**src/rtl/ammrt_pkg.sv**
```systemverilog
`default_nettype none
// ============================================================================
// Module      : ammrt_pkg
// Description : Shared types and helpers for the ammrt round-robin arbiter:
//               FSM state encoding, ID-width helper and round-robin winner
//               selection.
// Revision    : 1.0 - initial release
// ============================================================================
package ammrt_pkg;

  // Arbiter FSM states (explicit 1-bit encoding)
  typedef enum logic [0:0] {
    ST_IDLE = 1'b0,
    ST_BUSY = 1'b1
  } state_t;

  // Largest supported master count and the matching ID width
  localparam int C_MAX_NM  = 8;
  localparam int C_MAX_IDW = 3;

  // Master-ID width: $clog2(nm), never narrower than one bit
  function automatic int f_id_width(input int nm);
    return (nm > 1) ? $clog2(nm) : 1;
  endfunction

  // First requester at or after ptr, scanning upward and wrapping at nm.
  // Returns 0 when nothing is requesting (caller only uses it when |req).
  function automatic int f_rr_winner(input logic [C_MAX_NM-1:0] req,
                                     input int ptr, input int nm);
    int   win;
    int   idx;
    logic found;
    win   = 0;
    found = 1'b0;
    for (int k = 0; k < C_MAX_NM; k++) begin
      idx = (ptr + k) % nm;
      if ((k < nm) && !found && req[idx[C_MAX_IDW-1:0]]) begin
        win   = idx;
        found = 1'b1;
      end
    end
    return win;
  endfunction

endpackage
`default_nettype wire

```
**src/rtl/ammrt_idfifo.sv**
```systemverilog
`default_nettype none
// ============================================================================
// Module      : ammrt_idfifo
// Description : Synchronous FIFO holding the master ID of each outstanding
//               read. Pointers carry one extra wrap bit for full/empty.
//               A push while full is accepted when a pop happens in the same
//               cycle.
// Ports       : clk, rst_n (sync, active-low)
//               push, din   - enqueue an ID
//               pop         - dequeue the head (ignored when empty)
//               full, empty - occupancy flags
//               head        - ID at the front of the queue
// Revision    : 1.0 - initial release
// ============================================================================
module ammrt_idfifo #(
  parameter int P_DEPTH = 4,
  parameter int P_WIDTH = 1
) (
  input  logic               clk,
  input  logic               rst_n,
  input  logic               push,
  input  logic [P_WIDTH-1:0] din,
  input  logic               pop,
  output logic               full,
  output logic               empty,
  output logic [P_WIDTH-1:0] head
);

  localparam int C_AW = $clog2(P_DEPTH);

  logic [C_AW:0]        r_wptr;
  logic [C_AW:0]        r_rptr;
  logic [P_WIDTH-1:0]   r_mem [P_DEPTH];
  logic                 w_do_pop;
  logic                 w_do_push;

  assign empty     = (r_wptr == r_rptr);
  assign full      = (r_wptr[C_AW] != r_rptr[C_AW]) &&
                     (r_wptr[C_AW-1:0] == r_rptr[C_AW-1:0]);
  assign w_do_pop  = pop & ~empty;
  assign w_do_push = push & (~full | w_do_pop);
  assign head      = r_mem[r_rptr[C_AW-1:0]];

  always_ff @(posedge clk) begin
    if (!rst_n) begin
      r_wptr <= '0;
      r_rptr <= '0;
    end else begin
      if (w_do_push) r_wptr <= r_wptr + (C_AW+1)'(1);
      if (w_do_pop)  r_rptr <= r_rptr + (C_AW+1)'(1);
    end
  end

  // Storage needs no reset: contents are only visible through the pointers
  always_ff @(posedge clk) begin
    if (w_do_push) r_mem[r_wptr[C_AW-1:0]] <= din;
  end

endmodule
`default_nettype wire

```
**src/rtl/ammrt_arbiter.sv**
```systemverilog
`default_nettype none
// ============================================================================
// Module      : ammrt_arbiter
// Description : Round-robin arbiter sharing one Avalon-MM slave between
//               P_NM masters, with pipelined in-order reads. The ID of every
//               accepted read is queued so readdatavalid can be steered back
//               to the issuing master.
// Ports       : clk, rst_n           - clock, sync active-low reset
//               m_*                  - per-master command (slice i = master i)
//               m_waitrequest        - per-master stall
//               m_readdatavalid      - per-master response strobe
//               m_readdata           - slave readdata, broadcast
//               s_*                  - slave command / response
//               err_unexp_rdv        - sticky: response with nothing pending
// Revision    : 1.0 - initial release
// ============================================================================
module ammrt_arbiter
  import ammrt_pkg::*;
#(
  parameter int P_NM      = 2,
  parameter int P_ASIZE   = 32,
  parameter int P_DBYTES  = 4,
  parameter int P_MAXPEND = 4
) (
  input  logic                         clk,
  input  logic                         rst_n,
  input  logic [P_NM*P_ASIZE-1:0]      m_address,
  input  logic [P_NM*P_DBYTES*8-1:0]   m_writedata,
  input  logic [P_NM*P_DBYTES-1:0]     m_byteenable,
  input  logic [P_NM-1:0]              m_write,
  input  logic [P_NM-1:0]              m_read,
  output logic [P_NM-1:0]              m_waitrequest,
  output logic [P_NM-1:0]              m_readdatavalid,
  output logic [P_DBYTES*8-1:0]        m_readdata,
  output logic [P_ASIZE-1:0]           s_address,
  output logic [P_DBYTES*8-1:0]        s_writedata,
  output logic [P_DBYTES-1:0]          s_byteenable,
  output logic                         s_write,
  output logic                         s_read,
  input  logic                         s_waitrequest,
  input  logic                         s_readdatavalid,
  input  logic [P_DBYTES*8-1:0]        s_readdata,
  output logic                         err_unexp_rdv
);

  localparam int               C_IDW   = f_id_width(P_NM);
  localparam int               C_DW    = P_DBYTES * 8;
  localparam int               C_NSLOT = 1 << C_IDW;
  localparam logic [C_IDW-1:0] C_LAST  = C_IDW'(P_NM - 1);

  state_t              r_state, w_state_nxt;
  logic [C_IDW-1:0]    r_gnt, w_gnt_nxt;
  logic [C_IDW-1:0]    r_rr_ptr, w_rr_ptr_nxt;
  logic                r_err;
  logic [P_NM-1:0]     w_req;
  logic [C_MAX_NM-1:0] w_req8;
  logic [C_IDW-1:0]    w_win;
  logic                w_gnt_rd, w_gnt_wr;
  logic                w_cmd_rd, w_cmd_wr, w_accept;
  logic                w_push, w_pop;
  logic                w_fifo_full, w_fifo_empty;
  logic [C_IDW-1:0]    w_head;

  // Per-master command slices, padded to a power of two so any gnt value
  // indexes a defined entry
  logic [P_ASIZE-1:0]  w_addr_arr [C_NSLOT];
  logic [C_DW-1:0]     w_wdat_arr [C_NSLOT];
  logic [P_DBYTES-1:0] w_be_arr   [C_NSLOT];

  for (genvar gi = 0; gi < C_NSLOT; gi++) begin : g_slot
    if (gi < P_NM) begin : g_used
      assign w_addr_arr[gi] = m_address[gi*P_ASIZE +: P_ASIZE];
      assign w_wdat_arr[gi] = m_writedata[gi*C_DW +: C_DW];
      assign w_be_arr[gi]   = m_byteenable[gi*P_DBYTES +: P_DBYTES];
    end else begin : g_pad
      assign w_addr_arr[gi] = '0;
      assign w_wdat_arr[gi] = '0;
      assign w_be_arr[gi]   = '0;
    end
  end

  assign w_req = m_read | m_write;

  always_comb begin
    w_req8            = '0;
    w_req8[P_NM-1:0]  = w_req;
  end

  assign w_win    = C_IDW'(f_rr_winner(w_req8, int'(r_rr_ptr), P_NM));
  assign w_gnt_rd = m_read[r_gnt];
  assign w_gnt_wr = m_write[r_gnt];

  assign s_address    = w_addr_arr[r_gnt];
  assign s_writedata  = w_wdat_arr[r_gnt];
  assign s_byteenable = w_be_arr[r_gnt];
  assign s_read       = w_cmd_rd;
  assign s_write      = w_cmd_wr;

  // Next-state and command/stall outputs
  always_comb begin
    w_state_nxt   = r_state;
    w_gnt_nxt     = r_gnt;
    w_rr_ptr_nxt  = r_rr_ptr;
    w_cmd_rd      = 1'b0;
    w_cmd_wr      = 1'b0;
    w_accept      = 1'b0;
    m_waitrequest = '1;
    case (r_state)
      ST_IDLE: begin
        if (|w_req) begin
          w_gnt_nxt   = w_win;
          w_state_nxt = ST_BUSY;
        end
      end
      ST_BUSY: begin
        // Reads are held off while every ID slot is in use; a read+write
        // collision resolves as a read
        w_cmd_rd = w_gnt_rd & ~w_fifo_full;
        w_cmd_wr = w_gnt_wr & ~w_gnt_rd;
        m_waitrequest[r_gnt] = s_waitrequest | (w_gnt_rd & w_fifo_full);
        w_accept = (w_cmd_rd | w_cmd_wr) & ~s_waitrequest;
        if (w_accept) begin
          w_state_nxt  = ST_IDLE;
          w_rr_ptr_nxt = (r_gnt == C_LAST) ? '0 : r_gnt + C_IDW'(1);
        end else if (!w_req[r_gnt]) begin
          // Master withdrew mid-stall: abandon without moving the pointer
          w_state_nxt = ST_IDLE;
        end
      end
      default: w_state_nxt = ST_IDLE;
    endcase
  end

  always_ff @(posedge clk) begin
    if (!rst_n) begin
      r_state  <= ST_IDLE;
      r_gnt    <= '0;
      r_rr_ptr <= '0;
      r_err    <= 1'b0;
    end else begin
      r_state  <= w_state_nxt;
      r_gnt    <= w_gnt_nxt;
      r_rr_ptr <= w_rr_ptr_nxt;
      if (s_readdatavalid && w_fifo_empty) r_err <= 1'b1;
    end
  end

  assign w_push = w_accept & w_cmd_rd;
  assign w_pop  = s_readdatavalid & ~w_fifo_empty;

  ammrt_idfifo #(
    .P_DEPTH (P_MAXPEND),
    .P_WIDTH (C_IDW)
  ) u_idfifo (
    .clk   (clk),
    .rst_n (rst_n),
    .push  (w_push),
    .din   (r_gnt),
    .pop   (w_pop),
    .full  (w_fifo_full),
    .empty (w_fifo_empty),
    .head  (w_head)
  );

  // Response steering: only the master at the FIFO head sees the strobe
  always_comb begin
    m_readdatavalid = '0;
    if (w_pop) m_readdatavalid[w_head] = 1'b1;
  end

  assign m_readdata    = s_readdata;
  assign err_unexp_rdv = r_err;

endmodule
`default_nettype wire

```
**config.mk**
```make
export PLATFORM = sky130hd
export DESIGN_NAME = ammrt_arbiter
export DESIGN_NICKNAME = d
export VERILOG_FILES = /design/src/rtl/ammrt_pkg.sv /design/src/rtl/ammrt_idfifo.sv /design/src/rtl/ammrt_arbiter.sv
export SDC_FILE = /design/constraint.sdc
export NUM_CORES = 1
export LEC_CHECK = 0
export ABC_AREA = 1
export ABC_CLOCK_PERIOD_IN_PS = 4100
export BUFFER_PORTS_ARGS = -buffer_cell sky130_fd_sc_hd__clkbuf_2
export CAP_MARGIN = 25
export CORE_AREA = 2 2 111 113
export DETAILED_ROUTE_END_ITERATION = 8
export DIE_AREA = 0 0 113 115
export PLACE_DENSITY = 0.57
export SLEW_MARGIN = 5
export SYNTH_ARGS = -nofsm -noshare
export SYNTH_HDL_FRONTEND = slang
export SYNTH_HIERARCHICAL = 1
export SYNTH_SLANG_ARGS = --single-unit
```
**constraint.sdc**
```tcl
create_clock -name clk -period 4.1 [get_ports clk]
set_input_delay 0.41 -clock clk [delete_from_list [all_inputs] [get_ports clk]]
set_output_delay 0.41 -clock clk [all_outputs]
set_load 0.1 [all_outputs]
```
==> metrics.md, run 1 <==
| Metric | Value |
|---|---|
| Commonest cells after routing, fill and taps aside | `nand2_1 (230), clkbuf_2 (218), inv_1 (22), nor2_1 (18), dfxtp_1 (11)` |
| Yosys warns | `6` |
| Largest net degree at the start of global routing | `78` |
| Design Power | `1.11 mW` |
| Post-synthesis cell area | `2030 µm²` |
| CTS clk-pin slew, worst paths | `50 ps` |
| Antenna violations before repair | `0` |
| Most common cell after layout, fill and taps aside | `nand2_1` |
| Hold WC Path Type | `input pin to flop` |
| Slew @ Worst Pin | `813 ps` |
| Total CTS buffers | `3` |
| Clk sink count | `16` |
| Number of max-cap violations | `0` |
| Leak pwr | `~2.0 nW` |
| Iter 0 DRT Violations | `105` |
| Post-route DRC | `9` |
| Routed vias/inst | `3.87` |
| Nets | `738` |
| DRT Pass-1 Iters | `7` |
| Power per Cell Area | `between 300 and 400 nW/µm²` |
| Most Frequent Cell on Critical Path | `nand2_1` |
| Crit path DAT | `2210 ps` |
| Critical path launch point type | `flop` |
| Peak VDD IR | `between 150 and 200 µV` |
| Die Y | `115 µm` |
| Antenna diode count | `0` |
| Congestion Overflow GR | `0` |
| Hold Vio Cnt, Final | `0` |
| Vias | `2,723` |
| Post-layout min period | `2620 ps` |
| Sequential-to-total area share from yosys stat | `17.7%` |
| Cts hold-fix bufs | `0` |
| Area grow syn2layout | `51.9%` |
| Fin crit share | `63.8%` |
| Mean Syn Cell Area | `about 5.4 µm²` |
| Core area | `11,800 µm²` |
| Synthesis-stage register bit count | `16` |
| DP Area | `3010 µm²` |
| RSZ-0062 raised after global routing | `no` |
| Post-Syn Instances | `379` |
| DRT Wirelength | `8140 µm` |
| Vias in the first global route | `2,376` |
| Worst-path fanout max | `42` |
| Worst skew pair latency | `250 ps` |
| Outcome | `complete, but fails checks` |
| GP Congestion | `0.728` |
| Post-synth cell types | `26` |
| Root buffer cell | `clkbuf_16` |
| CTS resizes | `0` |
| Rows | `40` |
| Die span in x | `between 100 and 150 µm` |
| Global-route usage over all layers | `11.4%` |
| Setup_tns | `0 ps` |
| Slowest cell delay on critical path | `roughly 550 ps` |
| Fmax | `382 MHz` |
| PortBufs | `218` |
| Maximum buffer depth of the clock tree | `2` |
| Failing checks | `DRC` |
| Final ANT Viol Nets | `0` |
| Initial core utilization | `17.2%` |
| Final Instance Area | `3090 µm²` |
| Post-CTS setup buffer count | `0` |
| Layout cell share with drive strength beyond 1 | `between 40% and 50%` |
| Wire length per cell | `11.6 µm` |
| Final core utilization | `26.2%` |
| Crit path cell chain | `inv_2 > buf_4 > nand2_1 > nand2_1 > clkbuf_2` |
| First-pass GRT wire length | `between 10,000 and 15,000 µm` |
| FF-to-FF setup slack | `1980 ps` |
| I/O pin cnt | `283` |
| Final Setup Violations | `0` |
| Post-Syn Nets | `560` |
| Die ar. | `about 13,000 µm²` |
| Crit. End Element | `output pin` |
| Slew HR | `between 40% and 50%` |
| Clk_skew | `1.54 ps` |
| CTS HTree Levels | `1` |
| CTS tree | `built` |
| CP Class | `flop to output pin` |
| Post-DP HPWL | `between 6000 and 7000 µm` |
| WP data required | `3690 ps` |
| Slowest CP cell | `inv_2` |
| Pins over their slew limit | `0` |
power breakdown:
group / leakage, nW / switching, mW / internal, mW
clock: 0.0382 / 0.0592 / 0.132
sequential: 0.135 / 0.00290 / 0.166
combinational: 1.80 / 0.622 / 0.125
cell usage after synthesis:
cell        n  area, µm²
a21oi_1     8       40.0
a32oi_1     1       8.76
buf_2       8       40.0
buf_4      32        240
buf_6       1       11.3
clkbuf_1    6       22.5
dfxtp_1    12        240
edfxtp_1    4        120
ha_1        5       62.6
inv_1      22       82.6
inv_2       4       15.0
nand2_1   230        863
nand2_2     4       25.0
nand2_4     2       22.5
nand3_1     6       30.0
nand3_2     4       40.0
nand4_1     1       6.26
nand4_4     1       21.3
nor2_1     18       67.6
nor2_2      2       12.5
nor3_1      1       5.00
nor3b_1     1       7.51
o21ai_0     2       10.0
o21ai_1     1       5.00
xnor2_2     1       16.3
xor2_1      2       17.5
path summary, 6_finish.rpt:
kind,from,endpoint,depth (start not counted)
worst max-delay path,r_gnt$_SDFFE_PN0P_,s_writedata[16],5
worst min-delay path,s_readdatavalid,err_unexp_rdv$_SDFFE_PN0P_,3
worst max register to register,r_gnt$_SDFFE_PN0P_,u_idfifo/r_mem[3]$_DFFE_PP_,9
worst min register to register,err_unexp_rdv$_SDFFE_PN0P_,err_unexp_rdv$_SDFFE_PN0P_,2
metrics by stage:
stage          hold slack (ps)  setup WS [ps]  std cells
2_1_floorplan              450            693        379
3_3_place_gp               455           1700        699
3_5_place_dp               455           1700        699
4_1_cts                    402           1430        703
5_1_grt                    474           1270        703
6_report                   406           1480        703
logic make-up after synthesis:
| family | Yosys count | share of synthesized area [%] |
|---|---|---|
| AO/OA/AOI/OAI | 12 | 3.14 |
| XOR/XNOR | 3 | 1.66 |
| adder cells (fa/ha/maj) | 5 | 3.08 |
| buffers and inverters | 73 | 20.2 |
| flip-flops | 16 | 17.7 |
| AND/OR/NAND/NOR | 270 | 54.2 |
worst max-delay path, delay by kind of cell (launching register included):
kind                   cells  cell delay [ps]
buffers and inverters      3             1470
DFF                        1              320
and+or+nand+nor            2              160
layer usage:
metal | share of wire, % | global-route usage (%) | vias up | wire (µm)
met3 | 10 | 4.16 | 11 | 839
met4 | 0.96 | 2.36 | 0 | 78
li1 | - | - | 1458 | -
met5 | 0 | 0 | - | 0
met1 | 44 | 15.2 | 1116 | 3550
met2 | 45 | 17.7 | 138 | 3670
area by class of cell:
type / count / area (µm²)
inverter: 26 / 97.6
multi-input combinational: 290 / 1260
timing repair buffer: 220 / 1110
tap: 147 / 184
sequential: 16 / 362
clock buffer: 4 / 78.8
fill: 1380 / 8720
Note: power is estimated with default switching activity, not from simulation.
==> inputs of run 2 (changes only) <==
ABC_CLOCK_PERIOD_IN_PS = 2130   (was 4100)
CORE_AREA = 2 2 108 110   (was 2 2 111 113)
DIE_AREA = 0 0 110 112   (was 0 0 113 115)
PLACE_DENSITY = 0.61   (was 0.57)
clock period = 2.13 ns   (was 4.1 ns; I/O delays follow)
==> metrics.md, run 2 (same netlist as run 1, synthesis figures left out) <==
| Metric | Value |
|---|---|
| Outcome | `finished, final reports clean` |
| DRT Wirelength | `8640 µm (+6.1%)` |
| Final Hold Slack | `213 ps (-193 ps)` |
| Total CTS buffers | `3 (unchanged)` |
| Maximum buffer depth of the clock tree | `2 (unchanged)` |
| Slew @ Worst Pin | `537 ps (-275 ps)` |
| Layout cell share with drive strength beyond 1 | `44.5% (+1.0 points)` |
| CTS resizes | `0 (unchanged)` |
| Die Y | `112 µm (-2.6%)` |
| Routed vias/inst | `3.96 (+2.2%)` |
| Peak VDD IR | `250 µV (+49%)` |
| Worst skew pair latency | `250 ps (about the same)` |
| Crit path cell chain | `inv_1 > nand2_1 > nand2_2 > nand2_1 > nor2_1 > nand3_2 > nand3_2 > inv_1 > nand2_1 > buf_12` |
| Antenna diode count | `0 (unchanged)` |
| CP top delay family | `simple AND/OR/NAND/NOR gates` |
| Vias | `2,772 (+1.8%)` |
| RSZ-0062 raised after global routing | `no` |
| Hold Vio Cnt, Final | `0 (unchanged)` |
| Root buffer cell | `clkbuf_16` |
| Die span in x | `110 µm (-2.7%)` |
| Iter 0 DRT Violations | `108 (+2.9%)` |
| Congestion Overflow GR | `0 (unchanged)` |
| Global-route usage over all layers | `13.4% (+2.0 points)` |
| Die ar. | `12,300 µm² (-5.2%)` |
| First-pass GRT wire length | `12,600 µm (+5.6%)` |
| Worst-path fanout max | `5 (-88%)` |
| PortBufs | `218 (unchanged)` |
| Clk_skew | `1.95 ps (+0.409 ps)` |
| Vias in the first global route | `2,553 (+7.4%)` |
| Core area | `11,200 µm² (-5.4%)` |
| Fill cells | `1,159 (-16%)` |
| Fmax | `506 MHz` |
| CTS tree | `built` |
| Critical path launch point type | `flop` |
| Multi-input gate area | `1280 µm² (+1.6%)` |
| Post-CTS setup buffer count | `0 (unchanged)` |
| Final Setup Violations | `0 (unchanged)` |
| Number of max-cap violations | `0 (unchanged)` |
| DRT Pass-1 Iters | `4 (-3)` |
| CTS clk-pin slew, worst paths | `50 ps (about the same)` |
| Power per Cell Area | `620 nW/µm² (+73%)` |
| Final ANT Viol Nets | `0 (unchanged)` |
| DP Area | `4140 µm² (+37%)` |
| Pins over their slew limit | `0 (unchanged)` |
| Final Instance Area | `4210 µm² (+36%)` |
| Largest net degree at the start of global routing | `57 (-27%)` |
| WP data required | `1920 ps (-1770 ps)` |
| Buf+Inv Stages, Crit Path | `3 (unchanged)` |
| CP Class | `flop to output pin` |
| Crit path DAT | `1760 ps (-450 ps)` |
| Slew HR | `64.3% (+19 points)` |
| Most common cell after layout, fill and taps aside | `nand2_1` |
| Storage element area | `362 µm² (unchanged)` |
| Initial core utilization | `18.2% (+0.98 points)` |
| Cts hold-fix bufs | `0 (unchanged)` |
| Most Frequent Cell on Critical Path | `nand2_1` |
| Fin crit share | `92.8%` |
| Design Power | `2.61 mW (+140%)` |
| FF-to-FF setup slack | `250 ps (-1730 ps)` |
| GP Congestion | `0.816 (+12%)` |
| Leak pwr | `2.36 nW (+20%)` |
| I/O pin cnt | `283 (unchanged)` |
| Final core utilization | `37.7% (+12 points)` |
| Wire length per cell | `12.3 µm (+6.6%)` |
| Clk sink count | `16 (unchanged)` |
| Antenna violations before repair | `0 (unchanged)` |
| CTS HTree Levels | `1 (unchanged)` |
| Slowest cell delay on critical path | `350 ps (-200 ps)` |
| Slowest CP cell | `dfxtp_1` |
| Nets | `740 (+0.27%)` |
| Area grow syn2layout | `107%` |
| Rows | `39 (-2.5%)` |
| Hold WC Path Type | `input pin to flop` |
| Commonest cells after routing, fill and taps aside | `nand2_1 (230), clkbuf_2 (144), buf_12 (73), inv_1 (22), nor2_1 (16)` |
| Crit. End Element | `output pin` |
| Post-route DRC | `0 (-9)` |
| Post-DP HPWL | `7560 µm (+11%)` |
| Post-layout min period | `1980 ps` |
==> run 2: cell types whose count changed in the layout (fill, tap and decap cells not counted), sizes merged <==
cell | before | now
buf | 2 | 78
clkbuf | 222 | 147
==> run 2: routing by layer <==
metal | global-route usage (%) | up-vias | share of wire [%]
li1 | - | 1459 | -
met2 | 26.1 | 143 | 54
met5 | 0 | - | 0
met4 | 3.54 | 0 | 1.5
met1 | 13.5 | 1157 | 34
met3 | 3.92 | 13 | 10
==> run 2: per-stage QoR <==
step	setup WS (ps)	instances	setup TNS [ps]
after floorplan	-110	379	-215
after global routing	43.9	700	0
after detailed placement	306	697	0
after CTS	171	700	0
after global placement	333	697	0
final	154	700	0
==> run 2: layout make-up <==
type | instances | area share [%]
Clock buffer | 3 | 1.78
Sequential cell | 16 | 8.58
Multi-Input combinational cell | 290 | 30.4
Inverter | 26 | 2.32
Timing Repair Buffer | 222 | 52.7
Tap cell | 143 | 4.25
==> run 2: worst min-delay path: stages <==
cell and delay [ps]:
clkbuf_2 90, a21oi_1 50, nor2_1 70
==> run 2: worst paths after layout <==
kind,start,endpoint,depth (start not counted)
worst max-delay path,u_idfifo/r_wptr[0]$_SDFFE_PN0P_,m_waitrequest[0],10
worst min-delay path,s_readdatavalid,err_unexp_rdv$_SDFFE_PN0P_,3
worst min register to register,err_unexp_rdv$_SDFFE_PN0P_,err_unexp_rdv$_SDFFE_PN0P_,2
worst max register to register,u_idfifo/r_wptr[0]$_SDFFE_PN0P_,u_idfifo/r_mem[2]$_DFFE_PP_,12
==> run 2: power breakdown <==
part / internal (mW) / switching, mW / total (mW)
clock network: 0.247 / 0.118 / 0.365
logic: 0.645 / 1.28 / 1.92
registers: 0.319 / 0.00867 / 0.328
